### src/rtl/keypad_scanner_mxn.sv
// Parametrised matrix keypad scanner: synchronizes rows, scans columns, debounces
// a single key and reports press/release strobes with multi-key (ghost) detection.
module keypad_scanner_mxn #(
  parameter int N_ROWS       = 4,
  parameter int N_COLS       = 4,
  parameter int SETTLE_CYC   = 2,
  parameter int DEBOUNCE_CYC = 4,
  parameter int CODE_W       = $clog2(N_ROWS*N_COLS)
) (
  input  logic              clock,
  input  logic              reset,
  input  logic [N_ROWS-1:0] row_in,
  output logic [N_COLS-1:0] col_out,
  output logic [CODE_W-1:0] code,
  output logic              valid,
  output logic              press_stb,
  output logic              release_stb,
  output logic              multi_key
);
  // state    | meaning
  // IDLE     | all columns driven, waiting for any row activity
  // SCAN     | one column driven, settle then sample rows
  // DEBOUNCE | single key found, confirming a stable press
  // HELD     | key accepted, all columns driven, waiting for a stable release
  localparam int COL_W   = (N_COLS > 1) ? $clog2(N_COLS) : 1;
  localparam int ROW_W   = (N_ROWS > 1) ? $clog2(N_ROWS) : 1;
  localparam int CNT_MAX = (SETTLE_CYC > DEBOUNCE_CYC) ? SETTLE_CYC : DEBOUNCE_CYC;
  localparam int CNT_W   = $clog2(CNT_MAX + 1);
  localparam logic [CNT_W-1:0] SETTLE_LD = CNT_W'(SETTLE_CYC);
  localparam logic [CNT_W-1:0] DEB_LD    = CNT_W'(DEBOUNCE_CYC);

  typedef enum logic [1:0] {IDLE, SCAN, DEBOUNCE, HELD} state_t;
  state_t state, state_nx;

  logic [N_ROWS-1:0] sync_q, s_row;
  logic [N_ROWS-1:0] sample, sample_nx;
  logic [COL_W-1:0]  col, col_nx;
  logic [CNT_W-1:0]  cnt, cnt_nx;
  logic [CODE_W-1:0] code_nx;
  logic              valid_nx, press_nx, release_nx, multi_nx;
  logic              row_zero, row_one;
  logic [ROW_W-1:0]  row_idx;

  assign row_zero = (s_row == '0);
  assign row_one  = !row_zero && ((s_row & (s_row - N_ROWS'(1))) == '0);

  always_comb begin
    row_idx = '0;
    for (int r = 0; r < N_ROWS; r++)
      if (sample[r]) row_idx = ROW_W'(r);
  end

  always_comb begin
    col_out = '1;
    if (state == SCAN || state == DEBOUNCE) col_out = N_COLS'(1) << col;
  end

  always_comb begin
    state_nx   = state;
    col_nx     = col;
    cnt_nx     = cnt;
    sample_nx  = sample;
    code_nx    = code;
    valid_nx   = valid;
    press_nx   = 1'b0;
    release_nx = 1'b0;
    multi_nx   = multi_key;
    case (state)
      IDLE: begin
        cnt_nx = '0;
        if (row_zero) begin
          multi_nx = 1'b0;
        end else begin
          state_nx = SCAN;
          col_nx   = '0;
          cnt_nx   = SETTLE_LD;
        end
      end
      SCAN: begin
        if (cnt != '0) begin
          cnt_nx = cnt - CNT_W'(1);
        end else if (row_zero) begin
          if (col == COL_W'(N_COLS-1)) begin
            state_nx = IDLE;
          end else begin
            col_nx = col + COL_W'(1);
            cnt_nx = SETTLE_LD;
          end
        end else if (row_one) begin
          sample_nx = s_row;
          cnt_nx    = DEB_LD;
          state_nx  = DEBOUNCE;
        end else begin
          multi_nx = 1'b1;
          state_nx = IDLE;
        end
      end
      DEBOUNCE: begin
        if (s_row != sample) begin
          state_nx = IDLE;
          cnt_nx   = '0;
        end else if (cnt == CNT_W'(1)) begin
          code_nx  = CODE_W'(int'(row_idx) * N_COLS + int'(col));
          valid_nx = 1'b1;
          press_nx = 1'b1;
          cnt_nx   = DEB_LD;
          state_nx = HELD;
        end else begin
          cnt_nx = cnt - CNT_W'(1);
        end
      end
      HELD: begin
        // only rows other than the accepted one can reveal a second key here
        if ((s_row & ~sample) != '0) multi_nx = 1'b1;
        if (!row_zero) begin
          cnt_nx = DEB_LD;
        end else if (cnt == CNT_W'(1)) begin
          valid_nx   = 1'b0;
          release_nx = 1'b1;
          cnt_nx     = '0;
          state_nx   = IDLE;
        end else begin
          cnt_nx = cnt - CNT_W'(1);
        end
      end
      default: state_nx = IDLE;
    endcase
  end

  always_ff @(posedge clock or posedge reset) begin
    if (reset) begin
      sync_q      <= '0;
      s_row       <= '0;
      state       <= IDLE;
      col         <= '0;
      cnt         <= '0;
      sample      <= '0;
      code        <= '0;
      valid       <= 1'b0;
      press_stb   <= 1'b0;
      release_stb <= 1'b0;
      multi_key   <= 1'b0;
    end else begin
      sync_q      <= row_in;
      s_row       <= sync_q;
      state       <= state_nx;
      col         <= col_nx;
      cnt         <= cnt_nx;
      sample      <= sample_nx;
      code        <= code_nx;
      valid       <= valid_nx;
      press_stb   <= press_nx;
      release_stb <= release_nx;
      multi_key   <= multi_nx;
    end
  end

endmodule

### config.mk
export PLATFORM = sky130hd
export DESIGN_NAME = keypad_scanner_mxn
export DESIGN_NICKNAME = d
export VERILOG_FILES = /design/src/rtl/keypad_scanner_mxn.sv
export SDC_FILE = /design/constraint.sdc
export NUM_CORES = 1
export LEC_CHECK = 0
export ABC_CLOCK_PERIOD_IN_PS = 2800
export BUFFER_PORTS_ARGS = -buffer_cell sky130_fd_sc_hd__buf_2
export CAP_MARGIN = 20
export CORE_MARGIN = 10
export CORE_UTILIZATION = 38
export DETAILED_ROUTE_END_ITERATION = 12
export GPL_TIMING_DRIVEN = 1
export SLEW_MARGIN = 20
export SYNTH_ARGS = -nofsm -noshare
export SYNTH_HDL_FRONTEND = slang
export SYNTH_SLANG_ARGS = --single-unit
### constraint.sdc
create_clock -name clock -period 2.8 [get_ports clock]
set_input_delay 0.42 -clock clock [delete_from_list [all_inputs] [get_ports clock]]
set_output_delay 0.42 -clock clock [all_outputs]
set_load 0.005 [all_outputs]
# Word-level counts from Yosys, hierarchy flattened
# Index checks and enable logic that the tools add are counted.
[op_classes]
muxes = 45
n_reduce_logical = 18
shifts = 1
n_addsub = 4
eq_ne = 22
bitwise_logic = 6
[op_table]
columns = ["op", "n"]
rows = [
  ["$mux W2", 16],
  ["$mux W3", 8],
  ["$ne A2 B2 Y1 const B", 11],
  ["$mux W1", 15],
  ["$pmux W3 S4", 1],
  ["$reduce_and A6 Y1", 2],
  ["$reduce_and A5 Y1", 2],
  ["$and A4 B4 Y4", 2],
  ["$logic_not A4 Y1", 2],
  ["$pmux W2 S4", 1],
  ["$eq A2 B2 Y1 const B", 3],
  ["$reduce_bool A3 Y1", 2],
  ["$add A4 B2 Y4", 1],
  ["$mux W4", 1],
  ["$ne A4 B3 Y1 const B", 1],
  ["$ne A4 B4 Y1", 1],
  ["$ne A4 B4 Y1 const B", 1],
  ["$not A4 Y4", 1],
  ["$pmux W2 S2", 1],
  ["$reduce_and A4 Y1", 1],
  ["$reduce_bool A2 Y1", 2],
  ["$reduce_bool A4 Y1", 1],
  ["$shl A1 B2 Y4 const A", 1],
  ["$sub A4 B1 Y4 const B", 1],
  ["16 further kinds", 18],
]
[totals]
register_bits = 27
out_inout_bits = 12

# Depth between registers and ports, before layout
# Gate-level depths: netlist (run 1).
[logic_depth]
ltp_word = 8
depth_mapped = 6
depth_no_buf = 6

# Worst setup path after synthesis (run 1)
# No wires, ideal clock.
[synth_timing]
kind = "register to register"
startpoint = "register s_row[2]"
endpoint = "register col[1]"
path_buffers = 1
stages_incl_launch_ff = 6
arrival_ns = 1.847
required_ns = 2.721
slack_ns = 0.874
cell_sequence = "dfrtp_1 > buf_6 > or4_4 > or4_4 > o21ai_2 > mux2i_1"
[synth_between]
elab_chain_cells = 3
word_cells_on_any_way = 4
classes_between = "eq/ne: 2; reduce/logical: 2"
[synth_lines]
columns = ["item", "line_no", "text"]
rows = [
  ["start: declaration", "35", "logic [N_ROWS-1:0] sync_q, s_row;"],
  ["start signal: assignment", "145", "s_row <= sync_q;"],
  ["$logic_not A4 Y1 (*)", "44", "assign row_zero = (s_row == '0);"],
  ["$ne A2 B2 Y1 (no line)", "--", ""],
  ["$reduce_and A5 Y1 (no line) (*)", "--", ""],
  ["end signal: assignment", "147", "col <= col_nx;"],
  ["end: declaration", "37", "logic [COL_W-1:0] col, col_nx;"],
]
# Mark *: on every way between the ends. The rest lies on a longest branch, timed or not.
# A chain may end at the register's enable or synchronous reset.

# Worst setup path in the final report (run 1)
[layout_timing]
startpoint = "register s_row[0]"
endpoint = "register cnt[2]"
[layout_between]
elab_chain_cells = 6
word_cells_on_any_way = 15
classes_between = "add/sub: 1; eq/ne: 3; mux: 5; bitwise: 1; reduce/logical: 5"
[layout_lines]
columns = ["item", "line_no", "text"]
rows = [
  ["$sub A4 B1 Y4", "45", "assign row_one = !row_zero && ((s_row & (s_row - N_ROWS'(1))) == '0);"],
  ["$and A4 B4 Y4", "45", ""],
  ["$logic_not A4 Y1", "45", ""],
  ["$logic_and A1 B1 Y1", "45", ""],
  ["$ne A4 B3 Y1 (no line)", "--", ""],
  ["$reduce_and A2 Y1 (no line)", "--", ""],
  ["end signal: assignment", "148", "cnt <= cnt_nx;"],
  ["end: declaration", "38", "logic [CNT_W-1:0] cnt, cnt_nx;"],
]
# Several ways; a longest one is shown, not always the timed one.

==> metrics.yaml, run 1 <==
logic_synthesis:
  synth_cells: 149
  ys_top_cells_by_area: "dfrtp_1 (43%), ha_1 (13%), mux2_2 (5.0%)"
  synth_nets: 171
  yosysTopAreaCell: "dfrtp_1"
  ys.flop_type: "dfrtp_1"
  async_flop_share_pct: 100
  ys_seq_area_share_pct: 42.9
  yosysWarningCount: 0
  synth_top_cell_area_share_pct: 42.9
  synth_edf_count: 0
  synth.distinct_cells: 45
  ys_ff_latch: 27
  syn_avg_cell_area_sq_um: 10.6
  syn_area_sq_um: 1580
placed_design:
  place_ws_ps: 764
  io_buffers: 17
  gp_congestion: 0.809
  dpl-instance-area_sq_um: 1710
  place_inst: 214
  dp_hpwl_microns: 2440
drt:
  drcViolationCount: 0
  routed_via_density: 5.23
  vias: 1145
  firstDrtPassIters: 4
  drtIter0Drc: 129
  ant_nets: 0
  wl_microns: 3150
  wl_per_cell_microns: 14.4
sta:
  period_share_pct: 73.2
  drv_slew: 0
  tns_ps: 0
  fin_crit_ps: 2050
  rsz0062_at_grt: "false"
  max_freq_ghz: 0.488
  hold_viol_final: 0
  worst_pin_slew_ps: 463
  timing.final.ws_setup_ps: 751
  worst_hold_slack_ps: 84.0
  finalSetupViolCount: 0
  fin_skew_ps: 3.19
  relSlewSlack_pct: 69.1
setup_path:
  crit_fanout: 11
  required_ps: 2980
  rrSetupSlack_ps: 750
  critPathSlowestCell: "dfrtp_1"
  timing.rr.start: "s_row[0]$_DFF_PP0_"
  ff2ff_path_depth: 5
  crit_type: "reg2reg"
  timing.rr.end: "cnt[2]$_DFFE_PP0P_"
  start_kind: "flop"
  arrival_ps: 2230
  worst-path-buf-inv: 0
  worst_setup_path_end_kind: "flop"
  max_stage_delay_ps: 520
  worstPathCellList: "ha_1 -> nand3_1 -> or2_2 -> a221o_1 -> a311oi_1"
  path_delay_family: "compound AO/OA/AOI/OAI gates"
clocking:
  cts_buffer_depth: 2
  post_cts_buffers: 0
  cts_tree: "built"
  worstSkewPairLatency_ps: 270
  root_buffer: "clkbuf_8"
  clock-sinks: 27
  clk_pin_slew_worst_paths_ps: 90
  h-tree-depth: 1
  holdBufCountCts: 0
  cts_buffers: 3
  cts_resized: 0
final_layout:
  layout-drive-gt1-share_pct: 23.7
  n_antenna_cell: 0
  syn_to_final_growth_pct: 13.3
  finish.instance_area_sq_um: 1790
  layout.nets: 192
  final_cells: 219
  utilization_pct: 44.6
grt:
  grt_pass1_wl_microns: 5460
  grt_pass1_vias: 1172
  gr-total-overflow: 0
  grt_max_degree: 28
  track_usage_pct: 8.92
  antenna_found_initial: 0
power_and_ir_drop:
  power_density_nw_per_um2: 790
  irDropWorstVdd_uv: 407
  cellLeakagePower_nw: 0.841
  power_mw: 1.41
floorplan:
  floorplan.initialDensity_pct: 39.4
  io_pins: 18
  core-area_sq_um: 4000
  die_width_microns: 84.4
  placementRows: 23
  chipHeight_microns: 84.4
  die_area_sq_um: 7120
flow_run:
  maxCapViolCount: 0
status:
  status: "complete, no violations"
min_path:
  hp-class: "in2async"
## layer usage
layer	GRT usage (%)	share of wire (%)	wire length (microns)
met4	0.898	0.44	14
met1	11.0	48	1520
met2	15.1	47	1490
met3	3.00	4.2	133
met5	0	0	0
## area by class of cell
type | instances | area [sq um]
fillers | 378 | 2210
multi-input cells | 103 | 813
flip-flops and latches | 27 | 676
repair buffers | 20 | 128
well taps | 50 | 62.6
inverters | 15 | 56.3
clock buffers | 3 | 41.3
clock inverters | 1 | 8.76
## how the worst max path moves through the flow
stage / from / end / slack, ps / cells after the start
floorplan: s_row[2]$_DFF_PP0_ / col[1]$_DFFE_PP0P_ / 870 / 5
global placement: state[1]$_DFFE_PP0P_ / sample[2]$_DFFE_PP0P_ / 800 / 5
detailed placement: s_row[0]$_DFF_PP0_ / cnt[2]$_DFFE_PP0P_ / 760 / 5
CTS: s_row[2]$_DFF_PP0_ / col[1]$_DFFE_PP0P_ / 760 / 4
global route: s_row[0]$_DFF_PP0_ / cnt[2]$_DFFE_PP0P_ / 630 / 5
finish: s_row[0]$_DFF_PP0_ / cnt[2]$_DFFE_PP0P_ / 750 / 5
## power by group
part / internal (mW) / switching [mW] / total, mW
Combinational: 0.293 / 0.362 / 0.655
Sequential: 0.465 / 0.0622 / 0.527
Clock: 0.104 / 0.123 / 0.228
## state kept, by name (all words and copies together) (netlist names)
register	cells
code	4
col	2
release_stb	1
s_row	4
press_stb	1
multi_key	1
valid	1
sample	4
state	2
sync_q	4
cnt	3
## cell usage in the layout, fill, tap and decap left out, types with 3 or more instances in the layout
cell type	instances
o21ai_0	3
clkbuf_8	3
a21oi_1	5
buf_2	17
nor2_1	12
mux2_2	7
nor4b_1	3
dfrtp_1	27
ha_1	16
nor3_1	4
nand2b_1	7
nand2_1	5
inv_1	14
## Yosys cell counts, types with 3 or more instances
cell / n
a21oi_1: 5
dfrtp_1: 27
ha_1: 16
inv_1: 15
mux2_2: 7
nand2_1: 5
nand2b_1: 7
nor2_1: 12
nor3_1: 4
nor4b_1: 3
o21ai_0: 3
## logic make-up after synthesis
family / after synthesis / share of synthesized area, %
xor gates and xnor gates: 2 / 1.11
AOI/OAI and AO/OA: 28 / 13.3
adders and majority gates: 17 / 13.3
DFF: 27 / 42.9
and+or+nand+nor: 47 / 17.6
muxes: 9 / 6.28
buffers and inverters: 19 / 5.48
Note: power is estimated with default switching activity, not from simulation.
==> run 2, diff against run 1 <==
--- a/config.mk
+++ b/config.mk
@@ -5,7 +5,7 @@
 export SDC_FILE = /design/constraint.sdc
 export NUM_CORES = 1
 export LEC_CHECK = 0
-export ABC_CLOCK_PERIOD_IN_PS = 2800
+export ABC_CLOCK_PERIOD_IN_PS = 2020
 export BUFFER_PORTS_ARGS = -buffer_cell sky130_fd_sc_hd__buf_2
 export CAP_MARGIN = 20
 export CORE_MARGIN = 10
==> constraint.sdc (replaced) <==
create_clock -name clock -period 2.02 [get_ports clock]
set_input_delay 0.303 -clock clock [delete_from_list [all_inputs] [get_ports clock]]
set_output_delay 0.303 -clock clock [all_outputs]
set_load 0.005 [all_outputs]
==> metrics.yaml, run 2 (same netlist as run 1, synthesis figures left out) <==
status:
  status: "complete, no violations"
placed_design:
  io_buffers: 17
  gp_congestion: 0.895
  place_inst: 221
  dp_hpwl_microns: 2500
floorplan:
  chipHeight_microns: 84.4
  die_width_microns: 84.4
  core-area_sq_um: 4000
  io_pins: 18
  floorplan.initialDensity_pct: 39.4
  die_area_sq_um: 7120
  placementRows: 23
sta:
  hold_viol_final: 0
  finalSetupViolCount: 0
  fin_crit_ps: 1950
  drv_slew: 0
  relSlewSlack_pct: 68.7
  period_share_pct: 96.7
  fin_skew_ps: 1.65
  worst_pin_slew_ps: 464
  max_freq_ghz: 0.512
setup_path:
  worst-path-buf-inv: 0
  required_ps: 2230
  worstPathCellList: "or4_4 -> or4_4 -> o21ai_2 -> mux2i_1"
  arrival_ps: 2160
  start_kind: "flop"
  startpoint: "s_row[1]$_DFF_PP0_"
  path_delay_family: "simple AND/OR/NAND/NOR gates"
  crit_fanout: 9
  crit_type: "reg2reg"
  max_stage_delay_ps: 560
  timing.rr.start: "s_row[1]$_DFF_PP0_"
  crit_top_cell: "or4_4"
  critPathSlowestCell: "or4_4"
  worst_setup_path_end_kind: "flop"
grt:
  track_usage_pct: 9.18
  grt-busiest-layer: "met2"
  grt_pass1_vias: 1237
  grt_pass1_wl_microns: 5580
  use_met3_pct: 2.80
  grt_max_degree: 28
  gr-total-overflow: 0
  met1_usage_pct: 11.1
  antenna_found_initial: 0
  use_met2_pct: 15.3
clocking:
  cts_tree: "built"
  clock-sinks: 27
  cts_buffers: 3
  worstSkewPairLatency_ps: 270
  clk_pin_slew_worst_paths_ps: 90
  root_buffer: "clkbuf_8"
  h-tree-depth: 1
  cts_buffer_depth: 2
power_and_ir_drop:
  power_density_nw_per_um2: 1090
  power_mw: 2.01
  irDropWorstVdd_uv: 450
  cellLeakagePower_nw: 0.866
min_path:
  hp-class: "in2async"
final_layout:
  multi_input_area_sq_um: 827
  n_antenna_cell: 0
  layout.nets: 199
  nFillCells: 373
  layout-drive-gt1-share_pct: 30.7
  syn_to_final_growth_pct: 16.5
  final_cells: 226
  seqCellArea_sq_um: 679
  final_common_cell: "dfrtp_1"
  layout_common_cells: "dfrtp_1 (24), buf_2 (17), ha_1 (15)"
drt:
  vias: 1169
  wl_microns: 3190
  wl_per_cell_microns: 14.1
  ant_nets: 0
  drtIter0Drc: 63
  routed_via_density: 5.17
  drcViolationCount: 0
  firstDrtPassIters: 4
flow_run:
  maxCapViolCount: 0
[run 2: changes by cell type in the layout (fill, tap and decap cells not counted), sizes merged]
cell    change
inv         +1
buf         +7
clkinv      -1
[run 2: worst reg2reg max path, stage by stage, from the launching register on]
cell and delay [ps]:
dfrtp_2 490, or4_4 560, or4_4 540, o21ai_2 110, mux2i_1 190
[run 2: through the flow]
stage               hold slack [ps]  util, %  setup WS, ps  cell area, sq um  TNS, ps
floorplan                       331        -          93.5              1580        0
global placement                335     44.0          64.5              1760        0
detailed placement              338     44.0          24.8              1760        0
CTS                            61.7     45.5          33.0              1820        0
global route                   84.3     45.9         -1.92              1840    -3.52
finish                         58.6     45.9          66.8              1840        0
[run 2: final timing paths]
kind / end / slack (ps) / cells past startpoint
hold / removal: sample[1]$_DFFE_PP0P_ / 60 / 3
setup reg to reg: col[1]$_DFFE_PP0P_ / 70 / 4
setup / recovery: col[1]$_DFFE_PP0P_ / 70 / 4
min in group clock: sync_q[0]$_DFF_PP0_ / 130 / 1
max in group asynchronous: s_row[1]$_DFF_PP0_ / 1700 / 3
hold reg to reg: s_row[0]$_DFF_PP0_ / 360 / 0
[run 2: cell type report]
cell class / instances / area share (%)
clock inverter: 1 / 0.477
inverter: 15 / 3.07
timing repair buffer: 27 / 8.73
clock buffer: 3 / 2.25
sequential: 27 / 37.0
multi-input combinational: 103 / 45.1
tap: 50 / 3.41
[run 2: routing by layer]
metal,share of wire [%],vias up
met5,0,-
met2,48,18
met1,47,571
met3,3.9,4
met4,1.0,0
li1,-,576
[run 2: where the power goes]
group	internal [mW]	switching, mW
Clock	0.145	0.172
Sequential	0.645	0.0853
Combinational	0.441	0.520
[run 2: timing repair]
action	CTS	global route
resized for setup	2	6
endpoints found under the setup margin	1	4
endpoints found under the hold margin	0	0
setup buffers	1	0
hold buffers	0	0
cloned	0	0
pin swaps	1	1
